--- src/rtl/mult_pkg.sv ---
// Shared types and sizing helpers for the sequential shift-add multiplier.
package mult_pkg;

    typedef enum logic [1:0] {
        IDLE,
        CALC,
        DONE
    } mult_state_t;

    localparam int DEFAULT_WIDTH = 32;

    // The step counter must hold the value WIDTH itself, hence the extra bit.
    function automatic int cnt_w(input int width);
        return $clog2(width) + 1;
    endfunction

    localparam int CNT_W = cnt_w(DEFAULT_WIDTH);

endpackage

--- src/rtl/mult_step_counter.sv ---
// Loadable down-counter that tracks the remaining shift-add steps and flags the final one.
module mult_step_counter
    import mult_pkg::*;
#(
    parameter int WIDTH = DEFAULT_WIDTH
) (
    input  logic clk,
    input  logic rst,
    input  logic load,
    input  logic en,
    output logic last
);

    localparam int STEP_CNT_W = cnt_w(WIDTH);
    localparam logic [STEP_CNT_W-1:0] LOAD_VAL = STEP_CNT_W'(WIDTH);

    logic [STEP_CNT_W-1:0] cnt;

    always_ff @(posedge clk or posedge rst) begin
        if (rst) begin
            cnt <= '0;
        end else if (load) begin
            cnt <= LOAD_VAL;
        end else if (en) begin
            cnt <= cnt - 1'b1;
        end
    end

    // Qualified by en so the flag marks the step that takes the count to zero.
    assign last = en && (cnt == STEP_CNT_W'(1));

endmodule

--- src/rtl/shift_add_multiplier.sv ---
// Unsigned sequential multiplier: one conditional add and right shift per clock for WIDTH steps.
module shift_add_multiplier
    import mult_pkg::*;
#(
    parameter int WIDTH = DEFAULT_WIDTH
) (
    input  logic               clk,
    input  logic               rst,
    input  logic               start,
    input  logic [WIDTH-1:0]   op_a,
    input  logic [WIDTH-1:0]   op_b,
    output logic               busy,
    output logic               done,
    output logic [2*WIDTH-1:0] product
);

    mult_state_t state;
    mult_state_t next_state;

    logic [WIDTH-1:0] mcand;
    logic [2*WIDTH:0] acc;
    logic [WIDTH:0]   hi_sum;
    logic [2*WIDTH:0] acc_next;
    logic             load;
    logic             step;
    logic             last;

    mult_step_counter #(
        .WIDTH(WIDTH)
    ) u_step_counter (
        .clk (clk),
        .rst (rst),
        .load(load),
        .en  (step),
        .last(last)
    );

    always_ff @(posedge clk or posedge rst) begin
        if (rst) begin
            state <= IDLE;
        end else begin
            state <= next_state;
        end
    end

    always_comb begin
        next_state = state;
        load       = 1'b0;
        step       = 1'b0;
        case (state)
            IDLE: begin
                if (start) begin
                    load       = 1'b1;
                    next_state = CALC;
                end
            end
            CALC: begin
                step = 1'b1;
                if (last) begin
                    next_state = DONE;
                end
            end
            DONE: begin
                next_state = IDLE;
            end
            default: begin
                next_state = IDLE;
            end
        endcase
    end

    // The upper half keeps its carry so the add never overflows before the shift.
    always_comb begin
        hi_sum   = acc[0] ? ({1'b0, acc[2*WIDTH-1:WIDTH]} + {1'b0, mcand}) : acc[2*WIDTH:WIDTH];
        acc_next = {1'b0, hi_sum, acc[WIDTH-1:1]};
    end

    always_ff @(posedge clk or posedge rst) begin
        if (rst) begin
            mcand <= '0;
            acc   <= '0;
        end else if (load) begin
            mcand <= op_a;
            acc   <= {1'b0, {WIDTH{1'b0}}, op_b};
        end else if (step) begin
            acc <= acc_next;
        end
    end

    assign busy    = (state != IDLE);
    assign done    = (state == DONE);
    assign product = acc[2*WIDTH-1:0];

endmodule

--- config.mk ---
export PLATFORM = sky130hd
export DESIGN_NAME = shift_add_multiplier
export DESIGN_NICKNAME = d
export VERILOG_FILES = /design/src/rtl/mult_pkg.sv /design/src/rtl/mult_step_counter.sv /design/src/rtl/shift_add_multiplier.sv
export SDC_FILE = /design/constraint.sdc
export NUM_CORES = 1
export LEC_CHECK = 0
export ABC_AREA = 0
export BUFFER_PORTS_ARGS = -buffer_cell sky130_fd_sc_hd__clkbuf_2
export CAP_MARGIN = 25
export CORE_UTILIZATION = 50
export CTS_CLUSTER_DIAMETER = 60
export DETAILED_ROUTE_END_ITERATION = 16
export GPL_ROUTABILITY_DRIVEN = 1
export PLACE_DENSITY = 0.77
export SYNTH_ARGS = -nofsm -noshare
export SYNTH_HDL_FRONTEND = slang
export SYNTH_HIERARCHICAL = 1
export SYNTH_SLANG_ARGS = --single-unit
--- constraint.sdc ---
create_clock -name clk -period 2.8 [get_ports clk]
set_input_delay 0.14 -clock clk [delete_from_list [all_inputs] [get_ports clk]]
set_output_delay 0.14 -clock clk [all_outputs]
set_load 0.05 [all_outputs]
# --- Word level (Yosys, flattened, before mapping) ---
# Index checks and enable logic that the tools add are counted.
op_classes:
  add_sub_neg: 2
  reduce_logical: 5
  multipliers: 0
  bitwise_logic: 0
  shifts: 0
  div: 0
  muxes: 11
  n_eq_ne: 5
  magnitude_cmp: 0
op_table:
  columns: ["cell", "count"]
  rows:
  - ["$mux 65", 2]
  - ["$add 32x32->33", 1]
  - ["$mux 33", 1]
  - ["$mux 6", 2]
  - ["$eq 6x1->1 const B", 1]
  - ["$sub 6x1->6 const B", 1]
  - ["$mux 2", 2]
  - ["$ne 2x2->1 const B", 2]
  - ["$pmux 2 s2", 1]
  - ["$reduce_bool 2->1", 2]
  - ["$mux 1", 3]
  - ["$eq 2x1->1 const B", 1]
  - ["$eq 2x2->1 const B", 1]
  - ["$logic_not 2->1", 1]
  - ["$reduce_and 2->1", 1]
  - ["$logic_and 1x1->1", 1]
word_totals:
  ramBits: 0
  mem_count: 0
  latchBits: 0
  output_inout_bits: 66
  rom_bits: 0
  input_bits: 67
  register_bits: 105

# --- Longest topological paths before layout ---
logic_depth:
  ltp_word: 5
  depth_mapped: 10
  depth_no_buf: 10

# --- Modules after synthesis ---
# Netlist, hierarchy kept.
by_module_without_submodules:
  columns: ["module", "instances", "cells_per_inst", "area_each_um2"]
  rows:
  - ["shift_add_multiplier", 1, 652, 5731.7]
  - ["mult_step_counter", 1, 30, 316.6]

# --- Least setup slack after synthesis ---
# OpenSTA, ideal clock, no wires.
synth_path:
  kind: "reg-to-reg"
  from: "reg acc[32]"
  to: "reg acc[41]"
  setup_time_ns: 0.135
  arrival_ns: 2.720
  setup_slack_ns: -0.055
  path_buffers: 0
  path_stages_with_launch: 11
  t_required_ns: 2.665
  synth_period_minus_slack_ns: 2.855
  cell_sequence: "dfrtp_1 > ha_1 > fa_1 > a21o_1 > a221o_1 > or2_2 > a21boi_1 > o21ai_0 > xor2_1 > mux2i_1 > o21ai_0"
synth_between:
  elab_chain_cells: 4
synth_lines:
  columns: ["item", "line_no", "source"]
  rows:
  - ["start, declared", "shift_add_multiplier.sv:21", "logic [2*WIDTH:0] acc;"]
  - ["start signal, assigned", "shift_add_multiplier.sv:84", "acc <= {1'b0, {WIDTH{1'b0}}, op_b};"]
  - ["start signal, assigned", "shift_add_multiplier.sv:86", "acc <= acc_next;"]
  - ["$add 32x32->33", "shift_add_multiplier.sv:74", "hi_sum = acc[0] ? ({1'b0, acc[2*WIDTH-1:WIDTH]} + {1'b0, mcand}) : acc[2*WIDTH:WIDTH];"]
  - ["$mux 33", "shift_add_multiplier.sv:74", null]
  - ["$mux 65", "shift_add_multiplier.sv:85", "end else if (step) begin"]
  - ["$mux 65", "shift_add_multiplier.sv:82", "end else if (load) begin"]
# No other way between the ends. The select of a mux whose other input is x is not followed.
# A chain may end at the register's enable or synchronous reset.

# --- Worst setup path in the final report ---
# Ends and elaborated chain as after synthesis.

==> flow_summary_export.csv <==
group,metric,value,unit
outcome,status,"complete, but fails checks",
outcome,violations,"DRC",
final_layout,syn_to_final_growth,28.1,%
final_layout,fin_util,66.7,%
synthesis,yosys_warnings,6,
power_and_ir_drop,clkPwrFrac,44.0,%
sta,setup-violations-final,0,
synthesis,ys_seq_area_share,43.0,%
synthesis,ys.flop_type,"dfrtp_1",
die,core-area,11600,um^2
place,placed_cell_area,6870,um^2
power_and_ir_drop,power_switching_share,22.0,%
power_and_ir_drop,p_int,0.00229,W
power_and_ir_drop,p_switching,0.000645,W
drt,vias,5763,
clock_tree,clock_latency,360,ps
sta,layout_setup_ws,150,ps
die,floorplan.die_area,12500,um^2
die,io_pins,133,
final_layout,final_common_cell,"nand2_1",
global_route,grt_pass1_wl,27.1,mm
global_route,overflow,0,
run,max_cap_violations,0,
sta,worstMarginPinSlew,573,ps
final_layout,layout.cell_area.non_filler,7750,um^2
worst_setup_path,path_class,"reg2reg",
synthesis,synth_cell_types,61,
synthesis,synth-edff-count,0,
drt,drtPass1Iterations,11,
global_route,antenna_found_initial,0,
synthesis,avgSynthCellArea,8.87,um^2
power_and_ir_drop,power-per-cell-area,379,nW/um^2
min_path,worst_hold_path_type,"in2reg",
drt,drtIter0Drc,309,
place,dp_slack,43.7,ps
sta,setup-tns-final,0,ps
worst_setup_path,critPathLaunchType,"flop",
synthesis,syn_area,6050,um^2
final_layout,fill_cells,947,
global_route,grt_start_max_net_pins,67,
drt,via_per_inst,5.73,
drt,wl_per_cell,16.1,um
global_route,grt_pass1_vias,5760,
sta,max_freq,377,MHz
clock_tree,cts.sinks,104,
worst_setup_path,worst-path-max-fanout,3,
clock_tree,clk_pin_slew_worst_paths,70,ps
clock_tree,clock_tree.root_cell,"clkbuf_16",
synthesis,synthCells,682,
power_and_ir_drop,p_leak,4.15,nW
die,start_util,52.1,%
place,place_inst,933,
place,hpwl,11.1,mm
clock_tree,cts_tree,"yes",
worst_setup_path,endpoint_kind,"flop",
drt,route.detailed.drc,1,
synthesis,syn_nets,784,
power_and_ir_drop,p_seq_share,51.2,%
sta,fin_skew,11.6,ps
final_layout,final_cell_mix,"nand2_1 (186), clkbuf_2 (132), dfrtp_1 (104)",
worst_setup_path,arrival,2890,ps
die,chipHeight,112,um
power_and_ir_drop,pwr-share-comb,4.8,%
final_layout,final_nets,959,
final_layout,antennaDiodeCount,0,
sta,slew_viol_final,0,
place,place.gp.congestion,0.938,
drt,ant_nets,0,
sta,post-route-period-util,94.6,%
sta,slew_headroom,61.8,%
synthesis,synth_seq_cells,104,
clock_tree,cts_buffer_depth,2,
power_and_ir_drop,ir_drop,0.448,mV
synthesis,ys_async_sr_fraction,100,%
global_route,track_usage,26.8,%
final_layout,stdcell_count,1005,
die,die_x,112,um
drt,wirelength,16.2,mm
die,rows,39,
clock_tree,cts_buffers,9,
worst_setup_path,crit_required,3040,ps
place,place.port_buffers,132,
sta,period_needed,2650,ps
clock_tree,htreeDepth,3,
sta,rsz0062_at_grt,"true",
final_layout,drive_gt1_share,20.9,%
sta,hold_viol,0,
[sequential cells by signal (all words and copies together) (netlist names)]
signal	flops
mcand	32
acc	64
u_step_counter/cnt	6
state	2
[synth_stat cells (all sizes together), types with 3 or more instances]
| cell type | instances | area, um^2 |
|---|---|---|
| nor3 | 6 | 30.0 |
| clkbuf | 32 | 121 |
| o21a | 4 | 30.0 |
| xnor2 | 16 | 140 |
| and4 | 3 | 28.8 |
| nand4 | 9 | 62.6 |
| o21bai | 6 | 45.0 |
| a21o | 18 | 135 |
| dfrtp | 104 | 2600 |
| nor2 | 21 | 78.8 |
| inv | 12 | 45.0 |
| a31oi | 7 | 58.8 |
| nand3 | 14 | 70.1 |
| nand2 | 187 | 704 |
| a21oi | 33 | 169 |
| and2 | 4 | 25.0 |
| a21boi | 4 | 30.0 |
| buf | 6 | 25.0 |
| a22oi | 44 | 330 |
| nor3b | 3 | 22.5 |
| nand2b | 3 | 18.8 |
| nor2b | 4 | 25.0 |
| ha | 34 | 425 |
| and3 | 3 | 23.8 |
| xor2 | 14 | 123 |
| mux2i | 16 | 160 |
| a211oi | 3 | 22.5 |
| o21ai | 45 | 233 |
[stage by stage]
| step | hold slack, ps | power, W |
|---|---|---|
| final | 17.2 | 0.00293 |
| after global routing | 22.6 | 0.00301 |
| after CTS | 0.365 | 0.00296 |
| after detailed placement | 73.8 | 0.00161 |
| after global placement | 69.8 | 0.00161 |
| after floorplan | -69.0 | 0.00155 |
[kinds of logic (layout without fill, tap and decap cells)]
group / after synthesis / count (layout) / synth area share (%)
and+or+nand+nor: 267 / 267 / 19.3
AOI/OAI and AO/OA: 180 / 180 / 20.1
DFF: 104 / 104 / 43.0
buffers and inverters: 50 / 230 / 3.16
adders and majority gates: 35 / 35 / 7.36
xor gates and xnor gates: 30 / 30 / 4.34
muxes: 16 / 16 / 2.65
[path summary, 6_finish.rpt]
| path | slack, ps | end | cells after the start | start |
|---|---|---|---|---|
| min | 20 | acc[31] | 2 | op_b[31] |
| min in group asynchronous | 250 | u_step_counter/cnt[4] | 3 | rst |
| min reg2reg | 480 | mcand[30] | 2 | mcand[30] |
| max in group asynchronous | 1680 | acc[62] | 4 | rst |
| max reg2reg | 150 | acc[41] | 10 | acc[32] |
| max | 150 | acc[41] | 10 | acc[32] |
[power by group through the flow]
stage / Sequential (W) / Clock, W / Combinational, W
after floorplan: 0.00153 / 0 / 0.0000225
after global placement: 0.00153 / 0 / 0.0000789
after detailed placement: 0.00153 / 0 / 0.0000807
after CTS: 0.00150 / 0.00132 / 0.000141
after global routing: 0.00150 / 0.00135 / 0.000155
final: 0.00150 / 0.00129 / 0.000141
[routing by layer]
layer / track usage, % / vias up / wire, um
met5: 0 / - / 0
met4: 6.76 / 0 / 221
met3: 6.42 / 22 / 1050
met2: 47.0 / 200 / 8140
met1: 33.1 / 2792 / 6800
li1: - / 2749 / -
[worst max-delay path, stage by stage, from the launching register on]
cell      delay, ps
dfrtp_1         390
ha_1            240
fa_2            370
a21o_1          200
a221o_1         340
or2_2           320
a21boi_2        190
o21ai_0         130
xor2_1          150
mux2i_1         130
o21ai_0          80
[final cells by class]
class | count | area [um^2] | area share [%]
clock buffers | 11 | 233 | 3.00
clock inverters | 5 | 65.1 | 0.840
inverters | 12 | 46.3 | 0.598
multi-input cells | 528 | 3280 | 42.4
flip-flops and latches | 104 | 2600 | 33.6
well taps | 143 | 179 | 2.31
repair buffers | 202 | 1340 | 17.3
[timing repair]
item                       4_1_cts  5_1_grt
setup endpoints to repair        0        3
hold buffers                    55        0
buffers inserted                 0        1
hold endpoints to repair        92        0
resized for setup                0        4
(Power assumes the default switching activity.)
